File: src/rtl/mem_access.sv
`timescale 1ns / 1ps
// mem_access: bridges the datapath MAR/MDR to an asynchronous SRAM and to a
// small memory-mapped I/O space (switches in, hex display out).
//
// Ports
//   clk, reset_n       single clock, asynchronous active-low reset
//   mem_en, we         access request and direction (1 = write)
//   MAR, MDR           address and write data from the datapath
//   MDR_In             registered read data back to the datapath
//   R                  one-cycle ready pulse at transfer completion
//   sram_addr          SRAM address, {4'b0, latched MAR}
//   sram_dq_out        SRAM write data (latched MDR)
//   sram_dq_in         SRAM read data
//   sram_ce_n/oe_n/we_n  active-low SRAM strobes
//   switches           I/O read source (address 16'hFFFF)
//   hex_out            I/O write target (address 16'hFFFF)
//
// Transfer timing, counted in cycles after the acceptance edge:
//   I/O  : DONE in cycle 1.
//   SRAM : SETUP in cycle 1, ACCESS in cycles 2..WAIT_CYCLES+1, DONE in
//          cycle WAIT_CYCLES+2.
// Every output is a flop; the strobes are computed from the next state so
// they line up with the state they belong to.
module mem_access #(
  parameter int unsigned WAIT_CYCLES = 2
) (
  input  logic        clk,
  input  logic        reset_n,
  input  logic        mem_en,
  input  logic        we,
  input  logic [15:0] MAR,
  input  logic [15:0] MDR,
  output logic [15:0] MDR_In,
  output logic        R,
  output logic [19:0] sram_addr,
  output logic [15:0] sram_dq_out,
  input  logic [15:0] sram_dq_in,
  output logic        sram_ce_n,
  output logic        sram_oe_n,
  output logic        sram_we_n,
  input  logic [15:0] switches,
  output logic [15:0] hex_out
);

  localparam logic [15:0] IoAddr   = 16'hFFFF;
  // ACCESS counts down from WAIT_CYCLES-1 to 0, so it lasts WAIT_CYCLES cycles.
  localparam logic [3:0]  WaitLast = 4'(WAIT_CYCLES - 1);

  typedef enum logic [1:0] {
    StIdle,
    StSetup,
    StAccess,
    StDone
  } state_e;

  state_e      state_q, state_d;
  logic [3:0]  cnt_q, cnt_d;
  logic        we_q, we_d;

  logic        accept;
  logic        io_hit;
  logic        last_access;
  logic        on_bus_d;

  logic [15:0] mdr_in_q, mdr_in_d;
  logic [15:0] hex_q, hex_d;
  logic [19:0] addr_q, addr_d;
  logic [15:0] dq_out_q, dq_out_d;
  logic        r_q, r_d;
  logic        ce_n_q, ce_n_d;
  logic        oe_n_q, oe_n_d;
  logic        we_n_q, we_n_d;

  assign io_hit = (MAR == IoAddr);

  // Next-state logic. mem_en only matters in IDLE.
  always_comb begin
    state_d     = state_q;
    cnt_d       = cnt_q;
    we_d        = we_q;
    accept      = 1'b0;
    last_access = 1'b0;
    case (state_q)
      StIdle: begin
        if (mem_en) begin
          accept  = 1'b1;
          we_d    = we;
          state_d = io_hit ? StDone : StSetup;
        end
      end
      StSetup: begin
        cnt_d   = WaitLast;
        state_d = StAccess;
      end
      StAccess: begin
        if (cnt_q == 4'd0) begin
          last_access = 1'b1;
          state_d     = StDone;
        end else begin
          cnt_d = cnt_q - 4'd1;
        end
      end
      StDone: begin
        state_d = StIdle;
      end
      default: begin
        state_d = StIdle;
      end
    endcase
  end

  // Output next values. Strobes follow the state being entered so that the
  // registered pins are valid for the whole of that state.
  always_comb begin
    on_bus_d = (state_d == StSetup) || (state_d == StAccess);
    ce_n_d   = ~on_bus_d;
    oe_n_d   = ~(on_bus_d && !we_d);
    we_n_d   = ~((state_d == StAccess) && we_d);
    r_d      = (state_d == StDone);

    addr_d   = addr_q;
    dq_out_d = dq_out_q;
    if (accept && !io_hit) begin
      addr_d   = {4'b0000, MAR};
      dq_out_d = MDR;
    end

    // I/O accesses complete on the acceptance edge itself, so they take the
    // live inputs, which are the values being latched on that edge.
    mdr_in_d = mdr_in_q;
    if (accept && io_hit && !we) begin
      mdr_in_d = switches;
    end else if (last_access && !we_q) begin
      mdr_in_d = sram_dq_in;
    end

    hex_d = hex_q;
    if (accept && io_hit && we) begin
      hex_d = MDR;
    end
  end

  always_ff @(posedge clk or negedge reset_n) begin
    if (!reset_n) begin
      state_q <= StIdle;
      cnt_q   <= 4'd0;
      we_q    <= 1'b0;
    end else begin
      state_q <= state_d;
      cnt_q   <= cnt_d;
      we_q    <= we_d;
    end
  end

  always_ff @(posedge clk or negedge reset_n) begin
    if (!reset_n) begin
      mdr_in_q <= 16'h0000;
      hex_q    <= 16'h0000;
      addr_q   <= 20'h00000;
      dq_out_q <= 16'h0000;
      r_q      <= 1'b0;
      ce_n_q   <= 1'b1;
      oe_n_q   <= 1'b1;
      we_n_q   <= 1'b1;
    end else begin
      mdr_in_q <= mdr_in_d;
      hex_q    <= hex_d;
      addr_q   <= addr_d;
      dq_out_q <= dq_out_d;
      r_q      <= r_d;
      ce_n_q   <= ce_n_d;
      oe_n_q   <= oe_n_d;
      we_n_q   <= we_n_d;
    end
  end

  assign MDR_In      = mdr_in_q;
  assign hex_out     = hex_q;
  assign sram_addr   = addr_q;
  assign sram_dq_out = dq_out_q;
  assign R           = r_q;
  assign sram_ce_n   = ce_n_q;
  assign sram_oe_n   = oe_n_q;
  assign sram_we_n   = we_n_q;

endmodule

File: config.mk
export PLATFORM = sky130hd
export DESIGN_NAME = mem_access
export DESIGN_NICKNAME = d
export VERILOG_FILES = /design/src/rtl/mem_access.sv
export SDC_FILE = /design/constraint.sdc
export NUM_CORES = 1
export LEC_CHECK = 0
export BUFFER_PORTS_ARGS = -buffer_cell sky130_fd_sc_hd__buf_4
export CAP_MARGIN = 20
export CORE_MARGIN = 1.5
export CORE_UTILIZATION = 30
export CTS_CLUSTER_DIAMETER = 60
export DETAILED_ROUTE_END_ITERATION = 16
export SYNTH_ARGS = -nofsm -noshare
export SYNTH_HDL_FRONTEND = slang
export SYNTH_SLANG_ARGS = --single-unit
export TNS_END_PERCENT = 10
File: constraint.sdc
create_clock -name clk -period 2.1 [get_ports clk]
set_input_delay 0.42 -clock clk [delete_from_list [all_inputs] [get_ports clk]]
set_output_delay 0.42 -clock clk [all_outputs]
set_load 0.005 [all_outputs]
==> results of run 1 <==
[state kept, by name (all words and copies together) (netlist names)]
signal,flops
state_q,2
hex_out,16
R,1
sram_we_n,1
sram_ce_n,1
sram_dq_out,16
sram_addr,16
sram_oe_n,1
we_q,1
cnt_q,4
MDR_In,16
[placed cells by master, fill, tap and decap left out, types with 4 or more instances in the layout]
master,n
a21oi_1,4
buf_4,140
clkbuf_8,9
conb_1,4
dfrtp_1,72
ha_1,5
inv_1,5
mux2_2,79
nand2_1,5
nand4_1,4
o21ai_0,5
[path summary, 6_finish.rpt]
kind	from	endpoint	slack (ps)	depth (start not counted)
setup / recovery	cnt_q[0]	MDR_In[12]	60	7
hold / removal	reset_n	sram_addr[3]	60	1
setup reg to reg	cnt_q[0]	MDR_In[12]	60	7
hold reg to reg	hex_out[9]	hex_out[9]	510	1
max in group asynchronous	reset_n	MDR_In[0]	1440	2
min in group clk	switches[12]	MDR_In[12]	280	2
[final cells by class]
class                   count  area [sq um]
fillers                   991          5710
flip-flops and latches     75          1880
multi-input cells         132          1300
repair buffers            142          1090
well taps                 136           170
clock buffers               9           124
clock inverters             6           113
inverters                   8          30.0
[cells by family after synthesis]
logic type               synth area share, %
flip-flops                              57.7
other                                  0.115
AO/OA/AOI/OAI                           2.65
buffers and inverters                   3.87
adder cells (fa/ha/maj)                 2.68
multiplexers                            27.9
AND/OR/NAND/NOR                         5.10
[timing repair]
item,in CTS,in global routing
setup buffers,0,0
gates resized for setup,0,6
endpoints found under the setup margin,0,48
[through the flow]
stage	cells	total power (W)
3_5_place_dp	492	0.00475
6_report	508	0.00607
3_3_place_gp	492	0.00470
2_1_floorplan	224	0.00356
5_1_grt	508	0.00650
4_1_cts	507	0.00612
[worst max-delay path, cell delays in order, from the launching register on]
cell	delay, ps
dfrtp_1	410
inv_2	100
ha_4	140
or2b_1	270
nor4_4	190
buf_12	190
mux2_2	330
mux2_1	290
[power breakdown]
group | internal, W | leakage, nW | switching [W]
registers | 0.00203 | 0.928 | 0.000309
clock network | 0.000789 | 0.120 | 0.000558
logic | 0.00150 | 1.25 | 0.000898
total | 0.00431 | 2.30 | 0.00176
[metal layers]
layer / track usage [%] / wire, microns
met5: 0 / 0
met4: 5.14 / 112
met3: 5.45 / 765
met2: 20.0 / 3400
met1: 16.9 / 3240
==> impl_results.md, run 1 <==
* Antenna violations before repair at 0
* CTS Sinks at 75
* Synth cell count leaders: mux2_2, dfrtp_1, ha_1, inv_1
* Total Nets Final at 443
* Max-cap violation count at 0
* Mapped Cells at 221
* Port buffer count at 135
* Post-synth ARST share at 100%
* Critical path type: reg2reg
* Setup violation total in the final timing report at 0
* Final design area excluding fillers at 4710 sq um
* Clock Latency Late Sink at 360 ps
* WP data arrival at 2290 ps
* CTS tree: built
* Via density at 4.50
* Post-DP Area at 4450 sq um
* H-tree levels at 3
* Syn Std Cell Area at 3260 sq um
* Pins Over Slew Limit at 0
* Worst hold path type: in2async
* Util after Layout at 45.2%
* Critical path required time at 2350 ps
* Root Driver: clkbuf_8
* Synth top area cells: dfrtp_1, mux2_2, ha_1
* Seq cells post-synth at 75
* Library cells used by synthesis at 31
* Wirelength per Cell at 14.8 microns
* Power Dens Cells at 1290 nW/um^2
* Vias at 2288
* TritonRoute pass-1 iters at 5
* Crit. End Element: register
* WL final at 7520 microns
* Post-synth EDFFs at 0
* Yosys top cell by area: dfrtp_1
* Share of layout cells above drive strength 1 at 67.7%
* Relative slew slack at 59.4%
* CTS clk-pin slew, worst paths at 80 ps
* Final Hold Viols at 0
* Crit path max fanout at 16
* Area growth syn-to-layout at 44.3%
* RSZ-0062 raised after global routing: yes
* Leak pwr at 2.30 nW
* DRC Markers at 0
* Worst setup margin at 57.3 ps
* Max rail drop VDD at 0.618 mV
* Sequential-to-total area share from yosys stat at 57.7%
* Clock Path Buffers at 2
* Setup TNS at 0 ps
* Core area at 10400 sq um
* Dpl ws at 12.2 ps
* Global-route wire length before repair at 11700 microns
* Hold-fix buffers, CTS at 0
* Synth top area share at 55.2%
* Diode count at 0
* Crit share post-route at 97.3%
* Initial cell density of the core at 31.3%
* Iter 0 DRT Violations at 52
* Grt ovf at 0
* Status: finished clean
* Hpwl dp at 5460 microns
* Syn avg cell area at 14.8 sq um
* Setup crit start kind: register
* Total global-route track usage at 13.3%
* GPL Wtd Cong at 0.735
* DIE HEIGHT at 107 microns
* Vias in the first global route at 2357
* Worst Tran Pin Value at 609 ps
* Die width at 107 microns
* Post-route antenna net violation count at 0
* Synth Flop Type: dfrtp_1
* Crit path time final at 2040 ps
* YS warnings at 0
* Hold slack at 60.5 ps
* Peak Freq at 0.490 GHz
* Rows at 37
* Area of the die at 11500 sq um
* Cell with the most instances after synthesis: mux2_2
* Largest net degree at the start of global routing at 47
* I/O pins at 140
* Num CTS Buffers at 9
* Worst clock skew at 13.7 ps
No activity file was read; power rests on OpenSTA's default activity.
==> run 2, diff against run 1 <==
--- a/config.mk
+++ b/config.mk
@@ -8,9 +8,10 @@
 export BUFFER_PORTS_ARGS = -buffer_cell sky130_fd_sc_hd__buf_4
 export CAP_MARGIN = 20
 export CORE_MARGIN = 1.5
-export CORE_UTILIZATION = 30
+export CORE_UTILIZATION = 43
 export CTS_CLUSTER_DIAMETER = 60
 export DETAILED_ROUTE_END_ITERATION = 16
+export PLACE_DENSITY = 0.76
 export SYNTH_ARGS = -nofsm -noshare
 export SYNTH_HDL_FRONTEND = slang
 export SYNTH_SLANG_ARGS = --single-unit
==> run 2 against run 1 <==
  * Power fell by 4.9%
  * Combinational power about the same
  * Final cell count decreased by 7.3%
  * Worst hold slack got worse by 16 ps
  * Sequential power hardly changed
  * Clock power is 21% lower
  * First-iteration DRC count is 40% higher
  * Sequential share of layout area is 0.77 points higher
  * Utilization increased by 18 points
==> impl_results.md, run 2 (same netlist as run 1, synthesis figures left out) <==
* Global-route wire length before repair at 11800 microns (was 11700 microns)
* DIE HEIGHT at 90.1 microns (was 107 microns)
* Net Sw Power at 0.00171 W (was 0.00176 W)
* Root Driver: clkbuf_8 (unchanged)
* Power Dens Cells at 1250 nW/um^2 (was 1290 nW/um^2)
* Clock Latency Late Sink at 340 ps (was 360 ps)
* Largest net degree at the start of global routing at 39 (was 47)
* Placed cell count at 455 (was 492)
* Iter 0 DRT Violations at 73 (was 52)
* Relative slew slack at 64.9% (was 59.4%)
* Flop pwr share at 40.3% (was 38.4%)
* Peak Freq at 0.494 GHz (was 0.490 GHz)
* Worst hold path type: in2async (unchanged)
* Post-DP Area at 4400 sq um (was 4450 sq um)
* Post CTS Setup Buffer Count at 0 (unchanged)
* Hpwl dp at 5300 microns (was 5460 microns)
* Crit. End Element: register (unchanged)
* I/O pins at 140 (unchanged)
* Commonest non-fill, non-tap cell in the layout: buf_4 (unchanged)
* Crit path buf inv count at 2 (unchanged)
* Antenna violations before repair at 0 (unchanged)
* Internal power at 0.00407 W (was 0.00431 W)
* Total Nets Final at 443 (unchanged)
* Setup crit start kind: register (unchanged)
* CP peak stage delay at 410 ps (about the same)
* CTS tree: built (unchanged)
* H-tree levels at 3 (unchanged)
* GR peak layer: met2 (unchanged)
* Initial cell density of the core at 44.7% (was 31.3%)
* Comb power frac at 41.1% (was 39.4%)
* Grt ovf at 0 (unchanged)
* Sw frac at 29.6% (was 29.0%)
* Setup violation total in the final timing report at 0 (unchanged)
* Grt met3 use at 4.99% (was 5.45%)
* Routing usage on met1 at 23.4% (was 16.9%)
* Most frequent cells in the layout: buf_4, mux2_2, dfrtp_1 (unchanged)
* Via density at 4.84 (was 4.50)
* Total global-route track usage at 18.5% (was 13.3%)
* Critical path type: reg2reg (unchanged)
* Area of the die at 8120 sq um (was 11500 sq um)
* Rows at 31 (was 37)
* Crit share post-route at 96.3% (was 97.3%)
* Vias in the first global route at 2415 (was 2357)
* Clock power frac at 18.5% (was 22.2%)
* Largest delay contributor family on the critical path: multiplexers (unchanged)
* Crit path max fanout at 16 (unchanged)
* TritonRoute pass-1 iters at 4 (was 5)
* Crit path cell chain: inv_2 > ha_4 > or2b_4 > nor4_4 > buf_12 > mux2_2 > mux2_1 (was inv_2 > ha_4 > or2b_1 > nor4_4 > buf_12 > mux2_2 > mux2_1)
* Global-route met2 utilization at 30.2% (was 20.0%)
* Share of layout cells above drive strength 1 at 68.3% (was 67.7%)
* Status: finished clean (unchanged)
* WL final at 7090 microns (was 7520 microns)
* Worst Tran Pin Value at 525 ps (was 609 ps)
* Util after Layout at 63.3% (was 45.2%)
* Flop2flop setup slack at 80 ps (was 60 ps)
* Leak pwr at 2.28 nW (was 2.30 nW)
* WP data arrival at 2250 ps (was 2290 ps)
* Final Power at 0.00578 W (was 0.00607 W)
* Diode count at 0 (unchanged)
* CTS clk-pin slew, worst paths at 80 ps (about the same)
* DRC Markers at 0 (unchanged)
* CTS Sinks at 75 (unchanged)
* Final design area excluding fillers at 4620 sq um (was 4710 sq um)
* Area growth syn-to-layout at 41.6% (was 44.3%)
* Hold slack at 44.2 ps (was 60.5 ps)
* Final Hold Viols at 0 (unchanged)
* Sequential cell area at 1880 sq um (unchanged)
* Post-route antenna net violation count at 0 (unchanged)
* Port buffer count at 135 (unchanged)
* Critical path required time at 2330 ps (was 2350 ps)
* Slowest cell on crit path: dfrtp_1 (unchanged)
* Core area at 7290 sq um (was 10400 sq um)
* RSZ-0062 raised after global routing: yes (unchanged)
* Max rail drop VDD at 0.673 mV (was 0.618 mV)
* Crit path time final at 2020 ps (was 2040 ps)
* Pins Over Slew Limit at 0 (unchanged)
* Fill count at 596 (was 991)
* Clock Path Buffers at 2 (unchanged)
* Die width at 90.1 microns (was 107 microns)
* Num CTS Buffers at 9 (unchanged)
* GPL Wtd Cong at 0.806 (was 0.735)
* Vias at 2280 (was 2288)
* Area occupied by multi-input gates at 1300 sq um (about the same)
* Max-cap violation count at 0 (unchanged)
* Final Non-Filler Cells at 471 (was 508)
* Worst clock skew at 10.7 ps (was 13.7 ps)
* Wirelength per Cell at 15.1 microns (was 14.8 microns)
==> run 2: power groups by stage <==
stage,Clock (W),Combinational [W],Sequential (W)
3_5_place_dp,0,0.00237,0.00235
6_report,0.00107,0.00238,0.00233
5_1_grt,0.00116,0.00263,0.00242
3_3_place_gp,0,0.00232,0.00233
4_1_cts,0.00111,0.00237,0.00234
2_1_floorplan,0,0.00119,0.00236
==> run 2: stage by stage <==
stage | setup TNS [ps] | setup slack [ps]
3_5_place_dp | -1610 | -61.7
2_1_floorplan | -683 | -97.1
3_3_place_gp | -1240 | -40.4
5_1_grt | -53.5 | -28.4
4_1_cts | 0 | 5.68
6_report | 0 | 77.1
==> run 2: per-layer routing <==
metal  vias to the layer above  wire length, microns
li1                       1078                     -
met1                      1080                  3160
met5                         -                     0
met4                         0                   106
met3                        11                   509
met2                       111                  3320
==> run 2: final timing paths <==
kind	start	end	cells after the start
min in group clk	switches[12]	MDR_In[12]	2
max in group asynchronous	reset_n	MDR_In[4]	2
worst max register to register	cnt_q[0]	MDR_In[12]	7
worst min-delay path	reset_n	hex_out[5]	1
worst min register to register	sram_dq_out[11]	sram_dq_out[11]	1
worst max-delay path	cnt_q[0]	MDR_In[12]	7
==> run 2: area by class of cell <==
class                           instances  share of cell area [%]
Multi-Input combinational cell        132                    28.2
Clock inverter                          6                    1.44
Sequential cell                        75                    40.7
Clock buffer                            9                    2.68
Inverter                                8                   0.650
Tap cell                               99                    2.68
Timing Repair Buffer                  142                    23.6
==> run 2: timing repair <==
action / 4_1_cts / 5_1_grt
gates cloned: 0 / 1
gates resized for setup: 1 / 7
hold buffers: 0 / 0
endpoints found under the setup margin: 32 / 48
==> run 2: worst register-to-register path, cell delays in order, from the launching register on <==
cell	delay, ps
dfrtp_1	410
inv_2	90
ha_4	130
or2b_4	270
nor4_4	190
buf_12	200
mux2_2	340
mux2_1	290
